`src/rtl/prach_pkg.sv`:
```
// Shared types, constants and rounding helper for the PRACH 3-point DFT blocks.
package prach_pkg;

    localparam int unsigned DW = 18;
    localparam int unsigned VW = 24;
    localparam int unsigned PW = 40;

    localparam logic signed [DW-1:0] C3_SQRT3_HALF = 18'sd113511;
    localparam logic signed [DW-1:0] SAT_MAX = {1'b0, {(DW-1){1'b1}}};
    localparam logic signed [DW-1:0] SAT_MIN = {1'b1, {(DW-1){1'b0}}};

    typedef struct packed {
        logic signed [DW-1:0] dr;
        logic signed [DW-1:0] di;
    } cplx_t;

    typedef struct packed {
        logic signed [DW:0] r;
        logic signed [DW:0] i;
    } c19_t;

    typedef struct packed {
        logic signed [VW-1:0] r;
        logic signed [VW-1:0] i;
    } cw_t;

    typedef struct packed {
        logic signed [PW-1:0] r;
        logic signed [PW-1:0] i;
    } cp_t;

    typedef enum logic [1:0] {UNSYNCED, C0, C1, C2} frame_state_t;

    // Round-half-up right shift by (shift+1), then clamp to the 18-bit range.
    function automatic logic signed [DW-1:0] sat_round(input logic signed [VW-1:0] v,
                                                       input int unsigned shift);
        logic signed [VW-1:0] r;
        r = (v + (VW'(1) <<< shift)) >>> (shift + 1);
        if (r > VW'(SAT_MAX)) return SAT_MAX;
        if (r < VW'(SAT_MIN)) return SAT_MIN;
        return r[DW-1:0];
    endfunction

endpackage

```
`src/rtl/prach_ditifft3_core.sv`:
```
// 3-point inverse DFT datapath: five register stages from captured X0..X2 to rounded x0..x2.
module prach_ditifft3_core
    import prach_pkg::*;
#(
    parameter int unsigned Shift = 2
) (
    input  logic            clk,
    input  logic            rst_n,
    input  logic            start_i,
    input  logic [2*DW-1:0] x0_i,
    input  logic [2*DW-1:0] x1_i,
    input  logic [2*DW-1:0] x2_i,
    output logic            valid_o,
    output logic [2*DW-1:0] y0_o,
    output logic [2*DW-1:0] y1_o,
    output logic [2*DW-1:0] y2_o
);
    localparam logic signed [PW-1:0] RND_HALF = PW'(32768);

    cplx_t      a0, a1, a2;
    c19_t       t_d, d_d, dx0_d, t_q, d_q, dx0_q;
    cw_t        v0a_d, m2a_d, v0a_q, m2a_q;
    cp_t        p_d, p_q;
    cw_t        s2_d, v0b_q, m2b_q, s2_q;
    cw_t        v1_d, v2_d, v0c_q, v1_q, v2_q;
    cplx_t      y0_d, y1_d, y2_d, y0_q, y1_q, y2_q;
    logic [4:0] vld_q;

    assign a0 = x0_i;
    assign a1 = x1_i;
    assign a2 = x2_i;

    always_comb begin
        t_d.r   = (DW+1)'(a1.dr) + (DW+1)'(a2.dr);
        t_d.i   = (DW+1)'(a1.di) + (DW+1)'(a2.di);
        d_d.r   = (DW+1)'(a1.dr) - (DW+1)'(a2.dr);
        d_d.i   = (DW+1)'(a1.di) - (DW+1)'(a2.di);
        dx0_d.r = (DW+1)'(a0.dr) <<< 1;
        dx0_d.i = (DW+1)'(a0.di) <<< 1;

        v0a_d.r = VW'(dx0_q.r) + (VW'(t_q.r) <<< 1);
        v0a_d.i = VW'(dx0_q.i) + (VW'(t_q.i) <<< 1);
        m2a_d.r = VW'(dx0_q.r) - VW'(t_q.r);
        m2a_d.i = VW'(dx0_q.i) - VW'(t_q.i);
        // j*d*C: the real part takes -Im(d), the imaginary part takes +Re(d).
        p_d.r   = -(PW'(d_q.i) * PW'(C3_SQRT3_HALF));
        p_d.i   = PW'(d_q.r) * PW'(C3_SQRT3_HALF);

        s2_d.r  = VW'((p_q.r + RND_HALF) >>> 16);
        s2_d.i  = VW'((p_q.i + RND_HALF) >>> 16);

        v1_d.r  = m2b_q.r + s2_q.r;
        v1_d.i  = m2b_q.i + s2_q.i;
        v2_d.r  = m2b_q.r - s2_q.r;
        v2_d.i  = m2b_q.i - s2_q.i;

        y0_d.dr = sat_round(v0c_q.r, Shift);
        y0_d.di = sat_round(v0c_q.i, Shift);
        y1_d.dr = sat_round(v1_q.r, Shift);
        y1_d.di = sat_round(v1_q.i, Shift);
        y2_d.dr = sat_round(v2_q.r, Shift);
        y2_d.di = sat_round(v2_q.i, Shift);
    end

    always_ff @(posedge clk or negedge rst_n) begin
        if (!rst_n) begin
            vld_q <= '0;
            t_q   <= '0;
            d_q   <= '0;
            dx0_q <= '0;
            v0a_q <= '0;
            m2a_q <= '0;
            p_q   <= '0;
            v0b_q <= '0;
            m2b_q <= '0;
            s2_q  <= '0;
            v0c_q <= '0;
            v1_q  <= '0;
            v2_q  <= '0;
            y0_q  <= '0;
            y1_q  <= '0;
            y2_q  <= '0;
        end else begin
            vld_q <= {vld_q[3:0], start_i};
            t_q   <= t_d;
            d_q   <= d_d;
            dx0_q <= dx0_d;
            v0a_q <= v0a_d;
            m2a_q <= m2a_d;
            p_q   <= p_d;
            v0b_q <= v0a_q;
            m2b_q <= m2a_q;
            s2_q  <= s2_d;
            v0c_q <= v0b_q;
            v1_q  <= v1_d;
            v2_q  <= v2_d;
            y0_q  <= y0_d;
            y1_q  <= y1_d;
            y2_q  <= y2_d;
        end
    end

    assign valid_o = vld_q[4];
    assign y0_o    = y0_q;
    assign y1_o    = y1_q;
    assign y2_o    = y2_q;

endmodule

```
`src/rtl/prach_ditifft3.sv`:
```
// Streaming 3-point inverse DFT: sync-framed capture, pipelined math core, 3-cycle output burst.
module prach_ditifft3
    import prach_pkg::*;
#(
    parameter int unsigned Shift = 2
) (
    input  logic          clk,
    input  logic          rst_n,
    input  logic [DW-1:0] din_dr,
    input  logic [DW-1:0] din_di,
    input  logic          din_dv,
    input  logic          sync_in,
    output logic [DW-1:0] dout_dr,
    output logic [DW-1:0] dout_di,
    output logic          dout_dv,
    output logic          sync_out
);
    frame_state_t    state_q;
    cplx_t           x0_q, x1_q, x2_q;
    logic            go_q;
    logic            cv;
    logic [2*DW-1:0] cy0, cy1, cy2;
    cplx_t           dout_q, h1_q, h2_q;
    logic            dv_q, sync_q;
    logic [1:0]      rem_q;

    // A sync always restarts framing, discarding any partially captured frame.
    always_ff @(posedge clk or negedge rst_n) begin
        if (!rst_n) begin
            state_q <= UNSYNCED;
            x0_q    <= '0;
            x1_q    <= '0;
            x2_q    <= '0;
            go_q    <= 1'b0;
        end else begin
            go_q <= 1'b0;
            if (din_dv) begin
                if (sync_in) begin
                    x0_q    <= {din_dr, din_di};
                    state_q <= C1;
                end else begin
                    case (state_q)
                        C0: begin
                            x0_q    <= {din_dr, din_di};
                            state_q <= C1;
                        end
                        C1: begin
                            x1_q    <= {din_dr, din_di};
                            state_q <= C2;
                        end
                        C2: begin
                            x2_q    <= {din_dr, din_di};
                            go_q    <= 1'b1;
                            state_q <= C0;
                        end
                        default: state_q <= UNSYNCED;
                    endcase
                end
            end
        end
    end

    prach_ditifft3_core #(
        .Shift(Shift)
    ) u_core (
        .clk    (clk),
        .rst_n  (rst_n),
        .start_i(go_q),
        .x0_i   (x0_q),
        .x1_i   (x1_q),
        .x2_i   (x2_q),
        .valid_o(cv),
        .y0_o   (cy0),
        .y1_o   (cy1),
        .y2_o   (cy2)
    );

    // Bursts are at least 3 cycles apart, so a new result never arrives while rem_q != 0.
    always_ff @(posedge clk or negedge rst_n) begin
        if (!rst_n) begin
            dout_q <= '0;
            h1_q   <= '0;
            h2_q   <= '0;
            dv_q   <= 1'b0;
            sync_q <= 1'b0;
            rem_q  <= '0;
        end else if (cv) begin
            dout_q <= cy0;
            h1_q   <= cy1;
            h2_q   <= cy2;
            dv_q   <= 1'b1;
            sync_q <= 1'b1;
            rem_q  <= 2'd2;
        end else if (rem_q != 2'd0) begin
            dout_q <= h1_q;
            h1_q   <= h2_q;
            dv_q   <= 1'b1;
            sync_q <= 1'b0;
            rem_q  <= rem_q - 2'd1;
        end else begin
            dout_q <= '0;
            dv_q   <= 1'b0;
            sync_q <= 1'b0;
        end
    end

    assign dout_dr  = dout_q.dr;
    assign dout_di  = dout_q.di;
    assign dout_dv  = dv_q;
    assign sync_out = sync_q;

endmodule

```
`config.mk`:
```
export PLATFORM = sky130hd
export DESIGN_NAME = prach_ditifft3
export DESIGN_NICKNAME = d
export VERILOG_FILES = /design/src/rtl/prach_pkg.sv /design/src/rtl/prach_ditifft3_core.sv /design/src/rtl/prach_ditifft3.sv
export SDC_FILE = /design/constraint.sdc
export NUM_CORES = 2
export LEC_CHECK = 0
export BUFFER_PORTS_ARGS = -buffer_cell sky130_fd_sc_hd__buf_4
export CORE_ASPECT_RATIO = 1.25
export CORE_MARGIN = 2
export CORE_UTILIZATION = 38
export DETAILED_ROUTE_END_ITERATION = 8
export MAX_ROUTING_LAYER = met4
export PLACE_DENSITY = 0.58
export SETUP_SLACK_MARGIN = 0.3
export SLEW_MARGIN = 20
export SYNTH_ARGS = -nofsm -noshare
export SYNTH_HDL_FRONTEND = slang
export SYNTH_SLANG_ARGS = --single-unit
export TNS_END_PERCENT = 10
```
`constraint.sdc`:
```
create_clock -name clk -period 13.85 [get_ports clk]
set_input_delay 2.0775 -clock clk [delete_from_list [all_inputs] [get_ports clk]]
set_output_delay 2.0775 -clock clk [all_outputs]
set_load 0.05 [all_outputs]
```
After elaboration in Yosys (flattened, before gate mapping):

Cells that the tools add are included.

* register bits after elaboration: 912
* bits in latches: 0
* memory bits (writable): 0
* memory bits (read-only): 0
* output and inout port bits: 38
* word-level logic and storage cells: 152
* memories kept: 0

* $add $sub $neg: 22
* multiply operators: 2
* divide/modulo/power cells: 0
* order comparisons: 12
* eq/ne operators: 3
* shifts and indexed selects: 0
* mux-type cells: 58
* bitwise gates (word level): 1
* reductions and logical operators: 6

Operators by type and width (count)
* 2-to-1 mux 18 bit: 24
* 2-to-1 mux 36 bit: 6
* adder 24 x 4 -> 24 bit, second input constant: 6
* greater-than comparator 21 x 18 -> 1 bit, second input constant: 6
* < comparator 21 x 18 -> 1 bit, second input constant: 6
* adder 40 x 17 -> 40 bit, second input constant: 2
* multiplier 19 x 18 -> 37 bit, second input constant: 2
* adder 24 bit: 2
* subtractor 24 bit: 2
* adder 19 x 20 -> 21 bit: 2
* negation 40 bit: 1
* subtractor 19 x 19 -> 20 bit: 2
* adder 18 x 18 -> 19 bit: 2
* subtractor 18 x 18 -> 19 bit: 2
* 2-to-1 mux 1 bit: 24
* 2-to-1 mux 2 bit: 3
* one-hot mux 2 bit (3 select lines): 1
* AND reduction 3 bit: 2
* nonzero test 2 bit: 3
* == test 2 bit, second input constant: 2
* == test 2 x 1 -> 1 bit, second input constant: 1
* AND reduction 2 bit: 1
* subtractor 2 x 1 -> 2 bit, second input constant: 1
* inverter 1 bit: 1

Longest topological paths before layout:

* word-level depth: 6
* depth in mapped cells: 24
* gate-level depth less buffers: 23

Cells and area by module:

Synthesis repeated with hierarchy kept, for this count alone.

* cells, all modules: 4836
* area total of the unflattened synthesis: 52894.5 µm²

By module, submodules not included
* prach_ditifft3_core: times used 1, cells an instance 4265, area each 44307.5 µm², seq. area each 14964.4 µm²
* prach_ditifft3: times used 1, cells an instance 571, area each 8587.0 µm², seq. area each 5580.4 µm²

Worst setup path after synthesis:

OpenSTA, ideal clock, no wires.

* path kind: register -> register
* start: register u_core.d_q[18] in the netlist's numbering
* end: register u_core.p_q[75] in the netlist's numbering
* data arrival time: 6241 ps
* data required time: 13725 ps
* path slack: 7484 ps
* stages on the path, launching flop included: 22
* path buffers: 1
* path through: dfrtp_1 -> inv_1 -> fa_1 -> inv_1 -> fa_1 -> fa_1 -> fa_1 -> inv_1 -> fa_1 -> inv_1 -> ha_1 -> buf_2 -> a2111oi_1 -> o211ai_1 -> nand3_1 -> nand3_2 -> o211a_1 -> o21a_1 -> o31ai_1 -> nand4b_4 -> nor3_2 -> nor2_1

RTL lines
* start, declared: line prach_ditifft3_core.sv:21 `c19_t t_d, d_d, dx0_d, t_q, d_q, dx0_q;`
* start signal, assigned: line prach_ditifft3_core.sv:69 `d_q <= '0;`
* start signal, assigned: line prach_ditifft3_core.sv:86 `d_q <= d_d;`
* end signal, assigned: line prach_ditifft3_core.sv:90 `p_q <= p_d;`
* end, declared: line prach_ditifft3_core.sv:23 `cp_t p_d, p_q;`

==> impl_metrics.csv <==
group,metric,value,unit
status,status,"completed",
worst_setup_path,crit_chain,"inv_1 -> ha_1 -> ha_1 -> inv_1 -> fa_1 -> inv_1 -> fa_1 -> fa_1 -> inv_1 -> fa_1 -> inv_1 -> ha_1 -> a21oi_1 -> o21ai_2 -> nor3_2 -> a21oi_1 -> a311o_1 -> a311oi_2 -> or4b_1 -> nand4_2 -> o21a_1 -> nor2_1",
floorplanning,dieArea,0.142,sq mm
logic_synthesis,synth_edf_count,0,
sta,worstMarginPinSlew,1.11,ns
logic_synthesis,synth_top_family_by_area,"adder cells",
final_layout,final_nets,5986,
logic_synthesis,synth.most_common_cell,"inv_1",
clock_tree,postCtsHoldBufs,0,
sta,period_needed,7.01,ns
logic_synthesis,synth_ff_type,"dfrtp_1",
placement,port-buffer-count,77,
route,vias,33600,
logic_synthesis,yosys-mux-area-fraction,3.17,%
global_routing,grt_pass1_vias,35300,
worst_setup_path,path_buf_inv,5,
worst_setup_path,cpPeakStageDelay,0.70,ns
final_layout,multi_input_area,0.0289,sq mm
sta,max_freq,143,MHz
job,maxCapViolCount,0,
logic_synthesis,synthesis.nets,5896,
sta,finalMaxSlewViolations,0,
placement,gp_congestion,0.898,
global_routing,grt-ovfl-total,0,
clock_tree,clk_latency,0.71,ns
logic_synthesis,synthCells,4959,
logic_synthesis,synth-compound-area-share,9.00,%
floorplanning,core.rowCount,153,
final_layout,syn_to_final_growth,11.0,%
logic_synthesis,yosys.area.top_type_share,38.9,%
logic_synthesis,ys_top_cells_by_area,"dfrtp_1, fa_1, ha_1",
logic_synthesis,syn_area_per_cell,10.7,sq um
worst_setup_path,cpMostUsedCell,"inv_1",
route,drc_errors,0,
worst_setup_path,cp_top_family,"adder cells",
global_routing,antenna_found_initial,1,
floorplanning,boundaryPins,78,
worst_setup_path,cp-start-kind,"register",
global_routing,grt_max_degree,186,
sta,skew,0.0504,ns
floorplanning,start_util,38.1,%
logic_synthesis,synth_fa_ha_area_share,26.3,%
floorplanning,die_h,421,um
clock_tree,cts_setup_buffers,0,
worst_setup_path,worstSetupPathType,"register to register",
hold_path,hold_class,"register to register",
final_layout,register_area,0.0206,sq mm
sta,whs,0.338,ns
sta,setup_viol,0,
logic_synthesis,ys_seq_area_share,38.9,%
clock_tree,cts-root-buf,"clkbuf_16",
logic_synthesis,synth_simple_gate_area_share,9.22,%
logic_synthesis,synth_top_cell_by_area,"dfrtp_1",
clock_tree,cts.sinks,823,
clock_tree,clkTransAtPathRegs,0.06,ns
logic_synthesis,async_flop_share,100,%
worst_setup_path,required,14.42,ns
sta,period_share,50.6,%
worst_setup_path,arrival,7.58,ns
final_layout,fin_util,42.4,%
clock_tree,cts_resized,0,
logic_synthesis,synth_area,0.0529,sq mm
sta,relSlewSlack,25.8,%
logic_synthesis,synthTopCellsByCount,"inv_1, dfrtp_1, ha_1",
clock_tree,cts_buffers,89,
logic_synthesis,yosys_warnings,0,
route,drt-vias-per-instance,4.82,
final_layout,final.fill_count,13200,
global_routing,grt_usage,18.0,%
floorplanning,core-area,0.139,sq mm
route,final_antenna_net_count,0,
sta,hold_violations,0,
logic_synthesis,synth.distinct_cells,95,
route,post_drt_wl_per_cell,17.3,um
logic_synthesis,ys_ff_latch,823,
logic_synthesis,synth-xor-area-share,6.83,%
final_layout,layout-drive-gt1-share,7.87,%
route,drtPass1Iterations,5,
floorplanning,dieWidth,338,um
route,routed_wl,121000,um
sta,fin_setup_tns,0,ns
placement,hpwl,97700,um
worst_setup_path,crit_slowest_cell,"dfrtp_1",
clock_tree,clock_path_buffers,3,
clock_tree,cts_tree,"done",
global_routing,grt_first_pass_wirelength,193000,um
worst_setup_path,worstPathMaxFanout,14,
worst_setup_path,end_kind,"register",
clock_tree,cts.htree.levels,3,
sta,rsz0062_at_grt,"no",
route,drtIter0Drc,1656,
[per-stage QoR]
stage | instance area [sq um] | setup WS [ns] | std cells
after global placement | 55600 | 6.87 | 6816
after detailed placement | 55600 | 6.78 | 6817
after global routing | 58800 | 6.33 | 6982
after floorplan | 52900 | 7.48 | 4959
after CTS | 58700 | 6.77 | 6979
final | 58800 | 6.84 | 6982
[final cells by class]
cell class,count,share of cell area (%)
timing repair buffer,96,1.32
antenna,2,0.00851
sequential,823,35.0
clock inverter,43,1.07
multi-input combinational,3213,49.1
tap,1860,3.96
inverter,826,5.27
clock buffer,119,4.20
[worst paths after layout]
| kind | start | to | slack (ns) | cells after the start |
|---|---|---|---|---|
| max in group asynchronous | rst_n | x1_q[8] | 9.79 | 4 |
| worst min register to register | u_core.vld_q[0] | u_core.vld_q[1] | 0.34 | 0 |
| worst min-delay path | u_core.vld_q[0] | u_core.vld_q[1] | 0.34 | 0 |
| min in group asynchronous | rst_n | dout_dr[17] | 1.36 | 1 |
| worst max register to register | u_core.d_q[0] | u_core.p_q[75] | 6.84 | 22 |
| worst max-delay path | u_core.d_q[0] | u_core.p_q[75] | 6.84 | 22 |
[routing by layer]
layer  track usage (%)  vias up  routed length [um]
met3              2.07      174                2870
met5                 -        -                   0
li1                  -    16400                   -
met2              31.9      405               63600
met1              20.9    16600               50500
met4              6.04        0                4120
[logic make-up (layout without fill, tap and decap cells)]
| logic type | Yosys count | in the layout |
|---|---|---|
| simple gates | 1001 | 1001 |
| compound gates | 748 | 748 |
| other cells | 0 | 2 |
| flops | 823 | 823 |
| xor+xnor | 413 | 413 |
| buf+inv | 923 | 1084 |
| mux | 154 | 154 |
| fa+ha+maj | 897 | 897 |
[state kept, by name, summed over array words and instances (netlist names), 38 cells and up]
| name | count |
|---|---|
| u_core.d_q | 38 |
| u_core.m2a_q | 40 |
| u_core.m2b_q | 40 |
| u_core.p_q | 47 |
| u_core.s2_q | 48 |
| u_core.v0a_q | 38 |
| u_core.v0b_q | 38 |
| u_core.v0c_q | 38 |
| u_core.v1_q | 44 |
| u_core.v2_q | 44 |
[worst reg2reg max path, stage by stage (launching register included)]
cell      delay (ns)
dfrtp_1         0.70
inv_1           0.18
ha_1            0.41
ha_1            0.31
inv_1           0.05
fa_1            0.53
inv_1           0.06
fa_1            0.45
fa_1            0.52
inv_1           0.05
fa_1            0.53
inv_1           0.04
ha_1            0.43
a21oi_1         0.44
o21ai_2         0.22
nor3_2          0.22
a21oi_1         0.11
a311o_1         0.42
a311oi_2        0.36
or4b_1          0.49
nand4_2         0.16
o21a_1          0.14
nor2_1          0.04
[layout by cell type, fill, tap and decap left out, types with 32 or more instances in the layout]
master / synthesis / layout
inv_1: 824 / 824
dfrtp_1: 823 / 822
ha_1: 539 / 538
fa_1: 358 / 358
nand2_1: 276 / 275
xnor2_1: 254 / 254
o21ai_0: 247 / 247
nor2_1: 247 / 246
a21oi_1: 165 / 165
xor2_1: 159 / 159
nand3_1: 118 / 118
mux2_2: 109 / 109
buf_4: 0 / 91
clkbuf_16: 0 / 90
nor3_1: 76 / 76
and3_1: 58 / 58
a21o_1: 58 / 58
mux2i_1: 45 / 45
nor2b_1: 41 / 41
a22o_1: 37 / 37
nand4_1: 33 / 33
nand2b_1: 32 / 32
Power is not shown: default switching activity piles up to over one toggle a cycle in this logic, so the estimate is an artifact.
